==> config.mk <==
export PLATFORM = sky130hd
export DESIGN_NAME = clock_set_ctrl_flat
export DESIGN_NICKNAME = d
export VERILOG_FILES = /design/src/rtl/clock_set_ctrl_if.sv /design/src/rtl/clock_set_ctrl.sv /design/src/flat_wrapper.sv
export SDC_FILE = /design/constraint.sdc
export NUM_CORES = 1
export LEC_CHECK = 0
export CAP_MARGIN = 25
export CORE_MARGIN = 10
export CORE_UTILIZATION = 60
export CTS_CLUSTER_DIAMETER = 200
export CTS_CLUSTER_SIZE = 28
export DETAILED_ROUTE_END_ITERATION = 7
export GPL_TIMING_DRIVEN = 0
export HOLD_SLACK_MARGIN = 0.12
export PLACE_DENSITY = 0.78
export SYNTH_ARGS = -nofsm -noshare
export SYNTH_HDL_FRONTEND = slang
export SYNTH_SLANG_ARGS = --single-unit
==> constraint.sdc <==
create_clock -name clk -period 5.1 [get_ports clk]
set_input_delay 1.02 -clock clk [delete_from_list [all_inputs] [get_ports clk]]
set_output_delay 1.02 -clock clk [all_outputs]
set_load 0.05 [all_outputs]
==> src/rtl/clock_set_ctrl_if.sv <==
// clock_set_ctrl_if
//   Signal bundle between the clock-setting controller and its neighbours
//   (debounced buttons, 1 Hz timebase, time counter).
//
//   Signals:
//     tick_1hz_in  1 Hz timebase pulse, one cycle wide
//     btn_mode     mode-button pulse, one cycle wide
//     btn_inc      increment-button level, 1 = pressed
//     btn_clr      clear-button pulse, one cycle wide
//     tick_1hz     gated timebase pulse to the time counter
//     inc_hour/inc_min/inc_sec  one-cycle increment pulses
//     clr_time     one-cycle synchronous clear to the time counter
//     mode         current controller state (00 RUN, 01 HOUR, 10 MIN, 11 SEC)
//     edit_sel     one-hot {hour,min,sec} field under edit, 000 in RUN
//
//   Transfer semantics: there is no valid/ready pairing on this bundle.
//   Every pulse signal is a single-cycle strobe that is consumed in the
//   cycle it is high; the receiver can never stall it. btn_inc is a level.
//
//   Modports: slave = controller side, master = driver/environment side.

interface clock_set_ctrl_if;
    logic       tick_1hz_in;
    logic       btn_mode;
    logic       btn_inc;
    logic       btn_clr;
    logic       tick_1hz;
    logic       inc_hour;
    logic       inc_min;
    logic       inc_sec;
    logic       clr_time;
    logic [1:0] mode;
    logic [2:0] edit_sel;

    modport slave (
        input  tick_1hz_in, btn_mode, btn_inc, btn_clr,
        output tick_1hz, inc_hour, inc_min, inc_sec, clr_time, mode, edit_sel
    );

    modport master (
        output tick_1hz_in, btn_mode, btn_inc, btn_clr,
        input  tick_1hz, inc_hour, inc_min, inc_sec, clr_time, mode, edit_sel
    );
endinterface

==> src/rtl/clock_set_ctrl.sv <==
// clock_set_ctrl
//   Mode/edit controller for a digital clock. Cycles RUN -> SET_HOUR ->
//   SET_MIN -> SET_SEC -> RUN on the mode button, issues increment pulses
//   (with press-and-hold auto-repeat) to the field selected by the mode,
//   gates the 1 Hz timebase off while editing, and falls back to RUN after
//   TIMEOUT_S seconds without button activity.
//
//   Ports:
//     clk   single clock, rising edge
//     rst   asynchronous active-high reset
//     bus   clock_set_ctrl_if.slave (buttons and timebase in, pulses and
//           status out). All outputs are registered: an input event in
//           cycle N produces its output in cycle N+1. The mode output is
//           the FSM state register itself and doubles as the debug view.

module clock_set_ctrl #(
    parameter int REPEAT_DLY = 25_000_000,
    parameter int REPEAT_PER = 5_000_000,
    parameter int TIMEOUT_S  = 30
) (
    input  logic             clk,
    input  logic             rst,
    clock_set_ctrl_if.slave  bus
);

    localparam int MAX_A = (REPEAT_DLY > REPEAT_PER) ? REPEAT_DLY : REPEAT_PER;
    localparam int MAX_V = (MAX_A > TIMEOUT_S) ? MAX_A : TIMEOUT_S;
    localparam int CNT_W = $clog2(MAX_V + 1);

    localparam logic [CNT_W-1:0] DLY_C     = CNT_W'(REPEAT_DLY);
    localparam logic [CNT_W-1:0] PER_C     = CNT_W'(REPEAT_PER);
    // The timeout fires on the tick that would bring the count to TIMEOUT_S.
    localparam logic [CNT_W-1:0] TO_LAST_C = CNT_W'(TIMEOUT_S - 1);
    localparam logic [CNT_W-1:0] ONE_C     = CNT_W'(1);
    localparam logic [CNT_W-1:0] SAT_C     = '1;

    typedef enum logic [1:0] {
        ST_RUN      = 2'b00,
        ST_SET_HOUR = 2'b01,
        ST_SET_MIN  = 2'b10,
        ST_SET_SEC  = 2'b11
    } state_t;

    state_t           state_q, state_d;
    logic [CNT_W-1:0] rep_cnt_q, rep_cnt_d;
    logic             rep_on_q, rep_on_d;   // first auto-repeat already issued
    logic [CNT_W-1:0] to_cnt_q, to_cnt_d;
    logic             inc_prev_q;

    logic             tick_q, tick_d;
    logic             inc_hour_q, inc_hour_d;
    logic             inc_min_q, inc_min_d;
    logic             inc_sec_q, inc_sec_d;
    logic             clr_q, clr_d;
    logic [2:0]       edit_q, edit_d;

    logic             in_set;
    logic             inc_edge;
    logic             inc_evt;
    logic             timeout;
    logic             state_chg;

    always_comb begin
        state_d   = state_q;
        rep_cnt_d = rep_cnt_q;
        rep_on_d  = rep_on_q;
        to_cnt_d  = to_cnt_q;
        inc_evt   = 1'b0;

        in_set   = (state_q != ST_RUN);
        inc_edge = bus.btn_inc & ~inc_prev_q;
        timeout  = in_set & bus.tick_1hz_in & (to_cnt_q >= TO_LAST_C);

        // Mode button outranks the timeout return.
        if (bus.btn_mode) begin
            case (state_q)
                ST_RUN:      state_d = ST_SET_HOUR;
                ST_SET_HOUR: state_d = ST_SET_MIN;
                ST_SET_MIN:  state_d = ST_SET_SEC;
                default:     state_d = ST_RUN;
            endcase
        end else if (timeout) begin
            state_d = ST_RUN;
        end
        state_chg = (state_d != state_q);

        // Increment / auto-repeat. A nonzero rep_cnt_q means a press was
        // accepted in this state, so holding the button across a mode change
        // or reset never starts repeating without a fresh press.
        if (!in_set || !bus.btn_inc || state_chg) begin
            rep_cnt_d = '0;
            rep_on_d  = 1'b0;
        end else if (inc_edge) begin
            inc_evt   = 1'b1;
            rep_cnt_d = ONE_C;
            rep_on_d  = 1'b0;
        end else if (rep_cnt_q != '0) begin
            if (rep_cnt_q >= (rep_on_q ? PER_C : DLY_C)) begin
                inc_evt   = 1'b1;
                rep_cnt_d = ONE_C;
                rep_on_d  = 1'b1;
            end else if (rep_cnt_q != SAT_C) begin
                rep_cnt_d = rep_cnt_q + ONE_C;
            end
        end

        // Inactivity timer: seconds spent editing without any button action.
        if (!in_set || state_chg || bus.btn_clr || inc_evt) begin
            to_cnt_d = '0;
        end else if (bus.tick_1hz_in && to_cnt_q != SAT_C) begin
            to_cnt_d = to_cnt_q + ONE_C;
        end

        // Timebase passes only when RUN both now and next, so the exit cycle
        // out of SET_SEC and the entry cycle into SET_HOUR stay quiet.
        tick_d     = bus.tick_1hz_in & (state_q == ST_RUN) & (state_d == ST_RUN);
        inc_hour_d = inc_evt & (state_q == ST_SET_HOUR);
        inc_min_d  = inc_evt & (state_q == ST_SET_MIN);
        inc_sec_d  = inc_evt & (state_q == ST_SET_SEC);
        clr_d      = bus.btn_clr;

        case (state_d)
            ST_SET_HOUR: edit_d = 3'b100;
            ST_SET_MIN:  edit_d = 3'b010;
            ST_SET_SEC:  edit_d = 3'b001;
            default:     edit_d = 3'b000;
        endcase
    end

    always_ff @(posedge clk or posedge rst) begin
        if (rst) begin
            state_q    <= ST_RUN;
            rep_cnt_q  <= '0;
            rep_on_q   <= 1'b0;
            to_cnt_q   <= '0;
            inc_prev_q <= 1'b0;
            tick_q     <= 1'b0;
            inc_hour_q <= 1'b0;
            inc_min_q  <= 1'b0;
            inc_sec_q  <= 1'b0;
            clr_q      <= 1'b0;
            edit_q     <= 3'b000;
        end else begin
            state_q    <= state_d;
            rep_cnt_q  <= rep_cnt_d;
            rep_on_q   <= rep_on_d;
            to_cnt_q   <= to_cnt_d;
            inc_prev_q <= bus.btn_inc;
            tick_q     <= tick_d;
            inc_hour_q <= inc_hour_d;
            inc_min_q  <= inc_min_d;
            inc_sec_q  <= inc_sec_d;
            clr_q      <= clr_d;
            edit_q     <= edit_d;
        end
    end

    assign bus.tick_1hz = tick_q;
    assign bus.inc_hour = inc_hour_q;
    assign bus.inc_min  = inc_min_q;
    assign bus.inc_sec  = inc_sec_q;
    assign bus.clr_time = clr_q;
    assign bus.mode     = state_q;
    assign bus.edit_sel = edit_q;

endmodule

==> src/flat_wrapper.sv <==
// flat-port wrapper written by rule: the top's interface ports become plain ports
module clock_set_ctrl_flat 
#(
    parameter int REPEAT_DLY = 25_000_000,
    parameter int REPEAT_PER = 5_000_000,
    parameter int TIMEOUT_S  = 30
)
  (clk, rst, bus_tick_1hz_in, bus_btn_mode, bus_btn_inc, bus_btn_clr, bus_tick_1hz, bus_inc_hour, bus_inc_min, bus_inc_sec, bus_clr_time, bus_mode, bus_edit_sel);
  clock_set_ctrl_if bus_i ();
  input  logic clk;
  input  logic rst;
  input wire logic [$bits(bus_i.tick_1hz_in)-1:0] bus_tick_1hz_in;
  input wire logic [$bits(bus_i.btn_mode)-1:0] bus_btn_mode;
  input wire logic [$bits(bus_i.btn_inc)-1:0] bus_btn_inc;
  input wire logic [$bits(bus_i.btn_clr)-1:0] bus_btn_clr;
  output wire logic [$bits(bus_i.tick_1hz)-1:0] bus_tick_1hz;
  output wire logic [$bits(bus_i.inc_hour)-1:0] bus_inc_hour;
  output wire logic [$bits(bus_i.inc_min)-1:0] bus_inc_min;
  output wire logic [$bits(bus_i.inc_sec)-1:0] bus_inc_sec;
  output wire logic [$bits(bus_i.clr_time)-1:0] bus_clr_time;
  output wire logic [$bits(bus_i.mode)-1:0] bus_mode;
  output wire logic [$bits(bus_i.edit_sel)-1:0] bus_edit_sel;
  assign bus_i.tick_1hz_in = bus_tick_1hz_in;
  assign bus_i.btn_mode = bus_btn_mode;
  assign bus_i.btn_inc = bus_btn_inc;
  assign bus_i.btn_clr = bus_btn_clr;
  assign bus_tick_1hz = bus_i.tick_1hz;
  assign bus_inc_hour = bus_i.inc_hour;
  assign bus_inc_min = bus_i.inc_min;
  assign bus_inc_sec = bus_i.inc_sec;
  assign bus_clr_time = bus_i.clr_time;
  assign bus_mode = bus_i.mode;
  assign bus_edit_sel = bus_i.edit_sel;
  clock_set_ctrl #(.REPEAT_DLY(REPEAT_DLY), .REPEAT_PER(REPEAT_PER), .TIMEOUT_S(TIMEOUT_S)) u_core (.clk(clk), .rst(rst), .bus(bus_i));
endmodule
==> results.cfg, run 1 <==
[synthesis]
netlist_top_cells_area = dfrtp_1, ha_1, a211oi_1, xnor2_1, nor4_1
synth_most_common_cell = dfrtp_1
yosysWarnings = 0
synthTopCellsByCount = dfrtp_1, nand2_1, a211oi_1, inv_1, nand3_1
syn_nets = 435
synth_top_area_share_pct = 40.64
synth_edf_count = 0
async_flop_share_pct = 100.0
ys_types = 53
synth-seq-cells = 62
synth_top_flop_cell = dfrtp_1
syn_area_um2 = 3817
synth_area_per_cell_um2 = 9.243
seq_area_frac_synth_pct = 40.64
syn_inst = 413
synth_top_cell_by_area = dfrtp_1

[global_routing]
grt_max_degree = 35
grt_overflow = 0
grt_pass1_wl_mm = 15.76
antenna_found_initial = 0
grt_pass1_vias = 3317
track_usage_pct = 19.08

[cells_and_area]
diodes = 0
stdcell_count = 521
nFillCells = 516
layout-drive-gt1-share_pct = 9.009
area_growth_pct = 11.93
fin_nets = 462
final_core_util_pct = 68.07

[place]
dp.cells = 506
dp_slack_ns = 1.606
port_buffers = 15
place.detailed.hpwl_mm = 6.507
place.gp.congestion = 0.8605

[power_and_ir_drop]
peakVddDrop_v = 0.0003837
power.leakage_nw = 1.548
finalPower_mw = 1.345
p_per_area_nw_per_um2 = 314.7

[clocking]
cts_made_buffers = 9
clk_pin_slew_ns = 0.07
tritoncts = built
ctsHoldBuffers = 0
clockBufferDepth = 2
cts_resized = 0
cts_num_sinks = 62
post-cts-setup-buffers = 0
cts_root_buf = clkbuf_8
insertion_delay_ns = 0.34
cts-htree-levels = 3

[flow_run]
max_cap_viol_count = 0

[drt]
drtPass1Iterations = 5
drt_iter0_drc = 187
wire_per_inst_um = 17.38
route.antenna.remaining_nets = 0
vias = 3405
via_per_inst = 6.536
wirelength_mm = 9.053
drc = 0

[hold_path]
hold_path.class = flop to flop

[setup_path]
cp_data_arrival_time_ns = 3.42
cp-start-kind = input port
crit_type = input port to flop
crit_path_end_kind = flop
critPathRequiredTime_ns = 5.30
path_max_fanout = 10

[sta]
finalHoldViolCount = 0
setup_viol = 0
drv_slew = 0
rsz0062_at_grt = no
skew_ns = 0.01217
tns_ns = 0
period_share_pct = 63.05
slew-limit-headroom_pct = 49.19
max_freq_mhz = 311.0
final.min_clock_period_ns = 3.216
worst_pin_slew_ns = 0.7563
final.setup.worst_slack_ns = 1.884

[floorplanning]
die_h_um = 99.77
io_pins = 16
num_rows = 29
dieArea_um2 = 9953
core-area_um2 = 6277
start_util_pct = 60.81
die_w_um = 99.77

[run_status]
outcome = complete, no violations
==> final cells by class <==
type	instances	area [um2]	share of cell area (%)
buffer	18	101.3	2.372
clock buffer	11	141.4	3.309
clock inverter	4	47.55	1.113
inverter	24	90.09	2.108
multi-input combinational	309	2074	48.55
sequential	62	1551	36.31
tap	77	96.34	2.255
timing repair buffer	16	170.2	3.982
==> worst max-delay path: stages <==
cell and delay (ns):
clkdlybuf4s50_1 0.48, clkbuf_1 0.39, inv_1 0.22, nor2_1 0.18
o2111ai_1 0.19, o2111ai_1 0.34, clkbuf_1 0.50, a21oi_1 0.09
==> kinds of logic (layout without fill, tap and decap cells) <==
kind of cell	after synthesis	count (layout)	synth area share, %
compound gates	94	94	17.47
xor+xnor	21	21	4.818
buf+inv	42	73	5.015
fa+ha+maj	16	16	5.244
flops	62	62	40.64
simple gates	178	178	26.81
==> final timing paths <==
kind	from	endpoint	slack, ns	cells past startpoint
max	bus_tick_1hz_in	u_core.rep_cnt_q[8]	1.88	8
min	u_core.to_cnt_q[4]	u_core.to_cnt_q[4]	0.59	2
max reg2reg	u_core.rep_on_q	u_core.rep_cnt_q[8]	2.17	8
min reg2reg	u_core.to_cnt_q[4]	u_core.to_cnt_q[4]	0.59	2
max in group asynchronous	rst	u_core.to_cnt_q[5]	3.40	3
min in group asynchronous	rst	u_core.rep_cnt_q[4]	1.09	2
==> per-stage QoR <==
stage	hold slack (ns)	area, um2
detailed placement	0.5689	4084
global route	0.6180	4273
finish	0.5861	4273
global placement	0.5459	4064
floorplan	0.5070	3817
CTS	0.5857	4273
==> cell usage in the layout (no fill, tap or decap), types with 4 or more instances in the layout <==
| cell type | n |
|---|---|
| and4_1 | 6 |
| nor2_1 | 19 |
| clkbuf_8 | 10 |
| nand4_1 | 14 |
| o21ai_0 | 14 |
| ha_1 | 16 |
| a21oi_1 | 17 |
| nor4_1 | 19 |
| o21ai_1 | 6 |
| nand3_1 | 22 |
| and3_1 | 8 |
| inv_1 | 23 |
| o31ai_1 | 10 |
| nor3_1 | 17 |
| xnor2_1 | 20 |
| clkbuf_1 | 9 |
| dfrtp_1 | 62 |
| or4_1 | 10 |
| or3_1 | 16 |
| a2111oi_0 | 4 |
| buf_2 | 6 |
| clkdlybuf4s50_1 | 15 |
| a211oi_1 | 24 |
| nand2_1 | 26 |
==> per-layer routing <==
metal,global-route usage [%],part of all wire (%),vias up
met2,30.51,49,114
met3,4.435,5.8,21
met5,0,0,-
met4,8.600,2.5,0
met1,23.88,42,1630
li1,-,-,1640
==> power by group <==
part / total [mW] / internal (mW) / switching [mW]
sequential: 0.545 / 0.519 / 0.0260
clock: 0.419 / 0.235 / 0.184
combinational: 0.381 / 0.127 / 0.254
total: 1.34 / 0.880 / 0.464
==> state kept, by name, indices dropped and copies added, names as in the netlist <==
register and flops:
u_core.bus.inc_hour 1, u_core.rep_on_q 1, u_core.bus.mode 2, u_core.bus.tick_1hz 1
u_core.bus.edit_sel 3, u_core.bus.inc_min 1, u_core.inc_prev_q 1, u_core.bus.inc_sec 1
u_core.bus.clr_time 1, u_core.rep_cnt_q 25, u_core.to_cnt_q 25
(Power assumes the default switching activity.)
==> run 2, diff against run 1 <==
- CORE_UTILIZATION: 60 -> 55
- PLACE_DENSITY: 0.78 -> 0.75
- clock period: 5.1 -> 2.8 ns (I/O delays scaled with it)
==> run 2 against run 1 <==
  * Sequential share of layout area decreased by 0.41 points
  * Largest cell class unchanged
  * Clock power increased by 91%
  * Sequential cell count unchanged
==> results.cfg, run 2 (synthesis results as in run 1) <==
[floorplanning]
io_pins = 16
die_w_um = 103.3
die_h_um = 103.3
dieArea_um2 = 10670
core-area_um2 = 6756
start_util_pct = 56.50
num_rows = 30

[cells_and_area]
layout_common_cells = dfrtp_1, nand2_1, a211oi_1, inv_1, nand3_1
nFillCells = 567
layout-drive-gt1-share_pct = 10.79
diodes = 0
fin_nets = 462
final_core_util_pct = 63.96
final_area_um2 = 4322
area_growth_pct = 13.21
layout_commonest_cell = dfrtp_1

[run_status]
outcome = complete, no violations

[global_routing]
grt_pass1_vias = 3260
grt_max_degree = 44
grt_overflow = 0
grt_pass1_wl_mm = 15.22
antenna_found_initial = 0
track_usage_pct = 17.70

[drt]
wire_per_inst_um = 16.86
drc = 0
drtPass1Iterations = 4
route.antenna.remaining_nets = 0
via_per_inst = 6.432
vias = 3377
drt_iter0_drc = 178
wirelength_mm = 8.853

[place]
place.detailed.hpwl_mm = 6.371
placed_area_um2 = 4088
dp_slack_ns = -0.1838
place.gp.congestion = 0.8707
port_buffers = 15

[power_and_ir_drop]
finalPower_mw = 2.493
p_per_area_nw_per_um2 = 576.8
peakVddDrop_v = 0.0007976
power.leakage_nw = 1.585

[sta]
final.setup.worst_slack_ns = 0.1360
max_freq_mhz = 375.4
final.min_clock_period_ns = 2.664
rsz0062_at_grt = no
worst_pin_slew_ns = 0.6169
period_share_pct = 95.14
drv_slew = 0
tns_ns = 0
slew-limit-headroom_pct = 57.81
setup_viol = 0
skew_ns = 0.01755
finalHoldViolCount = 0

[setup_path]
ff2ff_path_depth = 8
critPathRequiredTime_ns = 3.07
path_max_fanout = 10
r2r-start = u_core.rep_on_q
crit_type = flop to flop
crit_path_end_kind = flop
critPathSlowestCell = dfrtp_1
cp_data_arrival_time_ns = 2.93
critPathMaxStageDelay_ns = 0.49
cp-start-kind = flop
cp_cell_sequence = ha_1 -> or3b_1 -> or4_4 -> o32ai_4 -> buf_6 -> buf_6 -> o21ai_1 -> a21oi_1
critical_path.top_delay_family = simple AND/OR/NAND/NOR gates
r2r-end = u_core.rep_cnt_q[11]
path_common_cell = buf_6
critPathBufInv = 2
r2r_slack_ns = 0.14

[clocking]
clockBufferDepth = 2
cts_num_sinks = 62
cts_made_buffers = 9
post-cts-setup-buffers = 0
cts-htree-levels = 3
insertion_delay_ns = 0.34
cts_root_buf = clkbuf_8
clk_pin_slew_ns = 0.08
tritoncts = built
ctsHoldBuffers = 0

[flow_run]
max_cap_viol_count = 0

[hold_path]
hold_path.class = input port to asynchronous set/reset pin
## run 2: power breakdown
group | switching, mW | total (mW) | internal (mW) | leakage [nW]
logic | 0.466 | 0.703 | 0.236 | 0.627
clock network | 0.361 | 0.799 | 0.437 | 0.104
registers | 0.0467 | 0.991 | 0.944 | 0.854
total | 0.874 | 2.49 | 1.62 | 1.58
## run 2: metal layers
layer | track usage [%] | vias up | share of wire (%)
met5 | 0 | - | 0
met4 | 5.561 | 0 | 1.4
met3 | 4.518 | 11 | 5.3
met2 | 28.43 | 97 | 48
met1 | 22.84 | 1629 | 46
li1 | - | 1640 | -
## run 2: cell type report
type / count / area (um2) / area share, %
plain buffers: 18 / 107.6 / 2.490
clock buffers: 11 / 141.4 / 3.272
clock inverters: 5 / 57.56 / 1.332
inverters: 24 / 90.09 / 2.085
multi-input cells: 309 / 2103 / 48.67
flip-flops and latches: 62 / 1551 / 35.90
well taps: 80 / 100.1 / 2.316
repair buffers: 16 / 170.2 / 3.937
## run 2: worst register-to-register path, stage by stage (launching register included)
cell	delay [ns]
dfrtp_1	0.49
ha_1	0.37
or3b_1	0.46
or4_4	0.45
o32ai_4	0.26
buf_6	0.19
buf_6	0.16
o21ai_1	0.08
a21oi_1	0.13
## run 2: what timing repair did
action	CTS	global route
resized for setup	4	9
setup endpoints to repair	21	22
pin swaps	0	1
## run 2: stage by stage
stage	hold slack, ns	cells
finish	0.5410	525
global route	0.5683	525
CTS	0.5475	525
detailed placement	0.5751	509
global placement	0.5501	508
floorplan	0.5070	413
## run 2: worst max-delay path by stage
stage | cells past startpoint | slack (ns) | start | to
floorplan | 8 | 0.41 | u_core.rep_on_q | u_core.rep_cnt_q[3]
global route | 8 | 0.001 | u_core.rep_on_q | u_core.rep_cnt_q[9]
global placement | 2 | -0.39 | rst | u_core.rep_cnt_q[23]
detailed placement | 8 | -0.18 | bus_tick_1hz_in | u_core.rep_cnt_q[11]
CTS | 8 | 0.01 | u_core.rep_on_q | u_core.to_cnt_q[17]
finish | 8 | 0.14 | u_core.rep_on_q | u_core.rep_cnt_q[11]
==> run 3, diff against run 2 <==
- SLEW_MARGIN: not set -> 40
==> run 3 against run 2 <==
  * First-iteration DRC count rose by 6.2%
  * Die area did not move
  * Critical path type unchanged
  * Design area fell by 0.55%
  * Maximum frequency rose by 0.33%
  * Largest power group unchanged
  * Global-route usage fell by 0.26 points
==> results.cfg, run 3 (synthesis results as in run 1) <==
[cells_and_area]
layout_common_cells = dfrtp_1, nand2_1, a211oi_1, inv_1, nand3_1
fin_nets = 462
nFillCells = 561
area_growth_pct = 12.59
layout-drive-gt1-share_pct = 10.61
multi_input_area_um2 = 2103
final_core_util_pct = 63.61
diodes = 0
layout_commonest_cell = dfrtp_1
seq_area_um2 = 1551

[clocking]
cts_made_buffers = 9
tritoncts = built
insertion_delay_ns = 0.34
cts-htree-levels = 3
cts_num_sinks = 62
post-cts-setup-buffers = 0
clockBufferDepth = 2
cts_root_buf = clkbuf_8
clk_pin_slew_ns = 0.07

[global_routing]
grt_max_degree = 44
antenna_found_initial = 0
grt_overflow = 0
grt_pass1_wl_mm = 14.97
track_usage_pct = 17.44
grt_pass1_vias = 3223

[sta]
slew-limit-headroom_pct = 57.70
final.min_clock_period_ns = 2.655
max_freq_mhz = 376.6
timing.hold.ws_ns = 0.5126
skew_ns = 0.01552
drv_slew = 0
setup_viol = 0
rsz0062_at_grt = no
worst_pin_slew_ns = 0.6185
finalHoldViolCount = 0
period_share_pct = 94.83

[flow_run]
max_cap_viol_count = 0

[floorplanning]
start_util_pct = 56.50
dieArea_um2 = 10670
die_w_um = 103.3
die_h_um = 103.3
num_rows = 30
core-area_um2 = 6756
io_pins = 16

[drt]
via_per_inst = 6.407
drt_iter0_drc = 189
drc = 0
wirelength_mm = 8.754
route.antenna.remaining_nets = 0
drtPass1Iterations = 4
wire_per_inst_um = 16.74
vias = 3351

[setup_path]
path_max_fanout = 10
cp-start-kind = flop
critPathRequiredTime_ns = 3.07
r2r-end = u_core.rep_cnt_q[11]
r2r_slack_ns = 0.14
ff2ff_path_depth = 8
crit_type = flop to flop
crit_path_end_kind = flop
r2r-start = u_core.rep_on_q
cp_data_arrival_time_ns = 2.92

[place]
place.detailed.hpwl_mm = 6.335
port_buffers = 15
place.gp.congestion = 0.8707

[run_status]
outcome = complete, no violations

[power_and_ir_drop]
peakVddDrop_v = 0.0006361
p_per_area_nw_per_um2 = 555.1
power.leakage_nw = 1.569

[hold_path]
hold_path.class = input port to asynchronous set/reset pin
## run 3: cell count changes in the layout (fill, tap and decap cells not counted), sizes merged
cell,before,now
bufinv,1,0
clkinv,3,2
clkinvlp,0,1
inv,25,24
## run 3: worst max-delay path by stage
| stage | from | to | slack [ns] | depth (start not counted) |
|---|---|---|---|---|
| 5_1_grt | u_core.rep_on_q | u_core.rep_cnt_q[17] | 0.01 | 8 |
| 6_report | u_core.rep_on_q | u_core.rep_cnt_q[11] | 0.14 | 8 |
| 3_5_place_dp | bus_tick_1hz_in | u_core.rep_cnt_q[11] | -0.19 | 8 |
| 2_1_floorplan | u_core.rep_on_q | u_core.rep_cnt_q[3] | 0.41 | 8 |
| 4_1_cts | u_core.rep_on_q | u_core.rep_cnt_q[24] | 0.09 | 8 |
| 3_3_place_gp | rst | u_core.rep_cnt_q[23] | -0.39 | 2 |
## run 3: final cells by class
type / instances / area share, %
Buffer: 18 / 2.504
Clock buffer: 11 / 3.523
Clock inverter: 3 / 0.4949
Inverter: 24 / 2.154
Multi-Input combinational cell: 309 / 48.94
Sequential cell: 62 / 36.10
Tap cell: 80 / 2.329
Timing Repair Buffer: 16 / 3.959
## run 3: what timing repair did
item | in CTS | in global routing
pin swaps | 0 | 1
hold buffers | 0 | 0
endpoints found under the setup margin | 23 | 30
cloned | 0 | 0
gates resized for setup | 5 | 7
## run 3: per-layer routing
metal  routed length (um)  up-vias  global-route usage, %
met5                    0        -                      0
met1                 3948     1588                  22.45
met3                  495       15                  3.322
li1                     -     1638                      -
met4                  170        0                  6.952
met2                 4141      110                  28.23
## run 3: where the power goes
group	switching [mW]	leakage (nW)	internal (mW)	total, mW
combinational	0.462	0.627	0.237	0.699
sequential	0.0450	0.854	0.945	0.990
clock	0.338	0.0873	0.359	0.697
## run 3: metrics by stage
step                setup WS (ns)  setup TNS, ns  total power [mW]  instances  cell area, um2
floorplan                  0.4145              0             1.497        413            3817
global placement          -0.3921         -29.40             1.689        508            4068
detailed placement        -0.1933         -5.995             1.698        509            4090
CTS                       0.09137              0             2.400        523            4288
global route              0.01411              0             2.516        523            4298
finish                     0.1449              0             2.386        523            4298
## run 3: worst max-delay path, stage by stage, from the launching register on
cell     delay, ns
dfrtp_1       0.49
ha_1          0.36
or3b_1        0.45
or4_4         0.45
o32ai_4       0.26
buf_6         0.19
buf_6         0.16
o21ai_1       0.09
a21oi_1       0.14
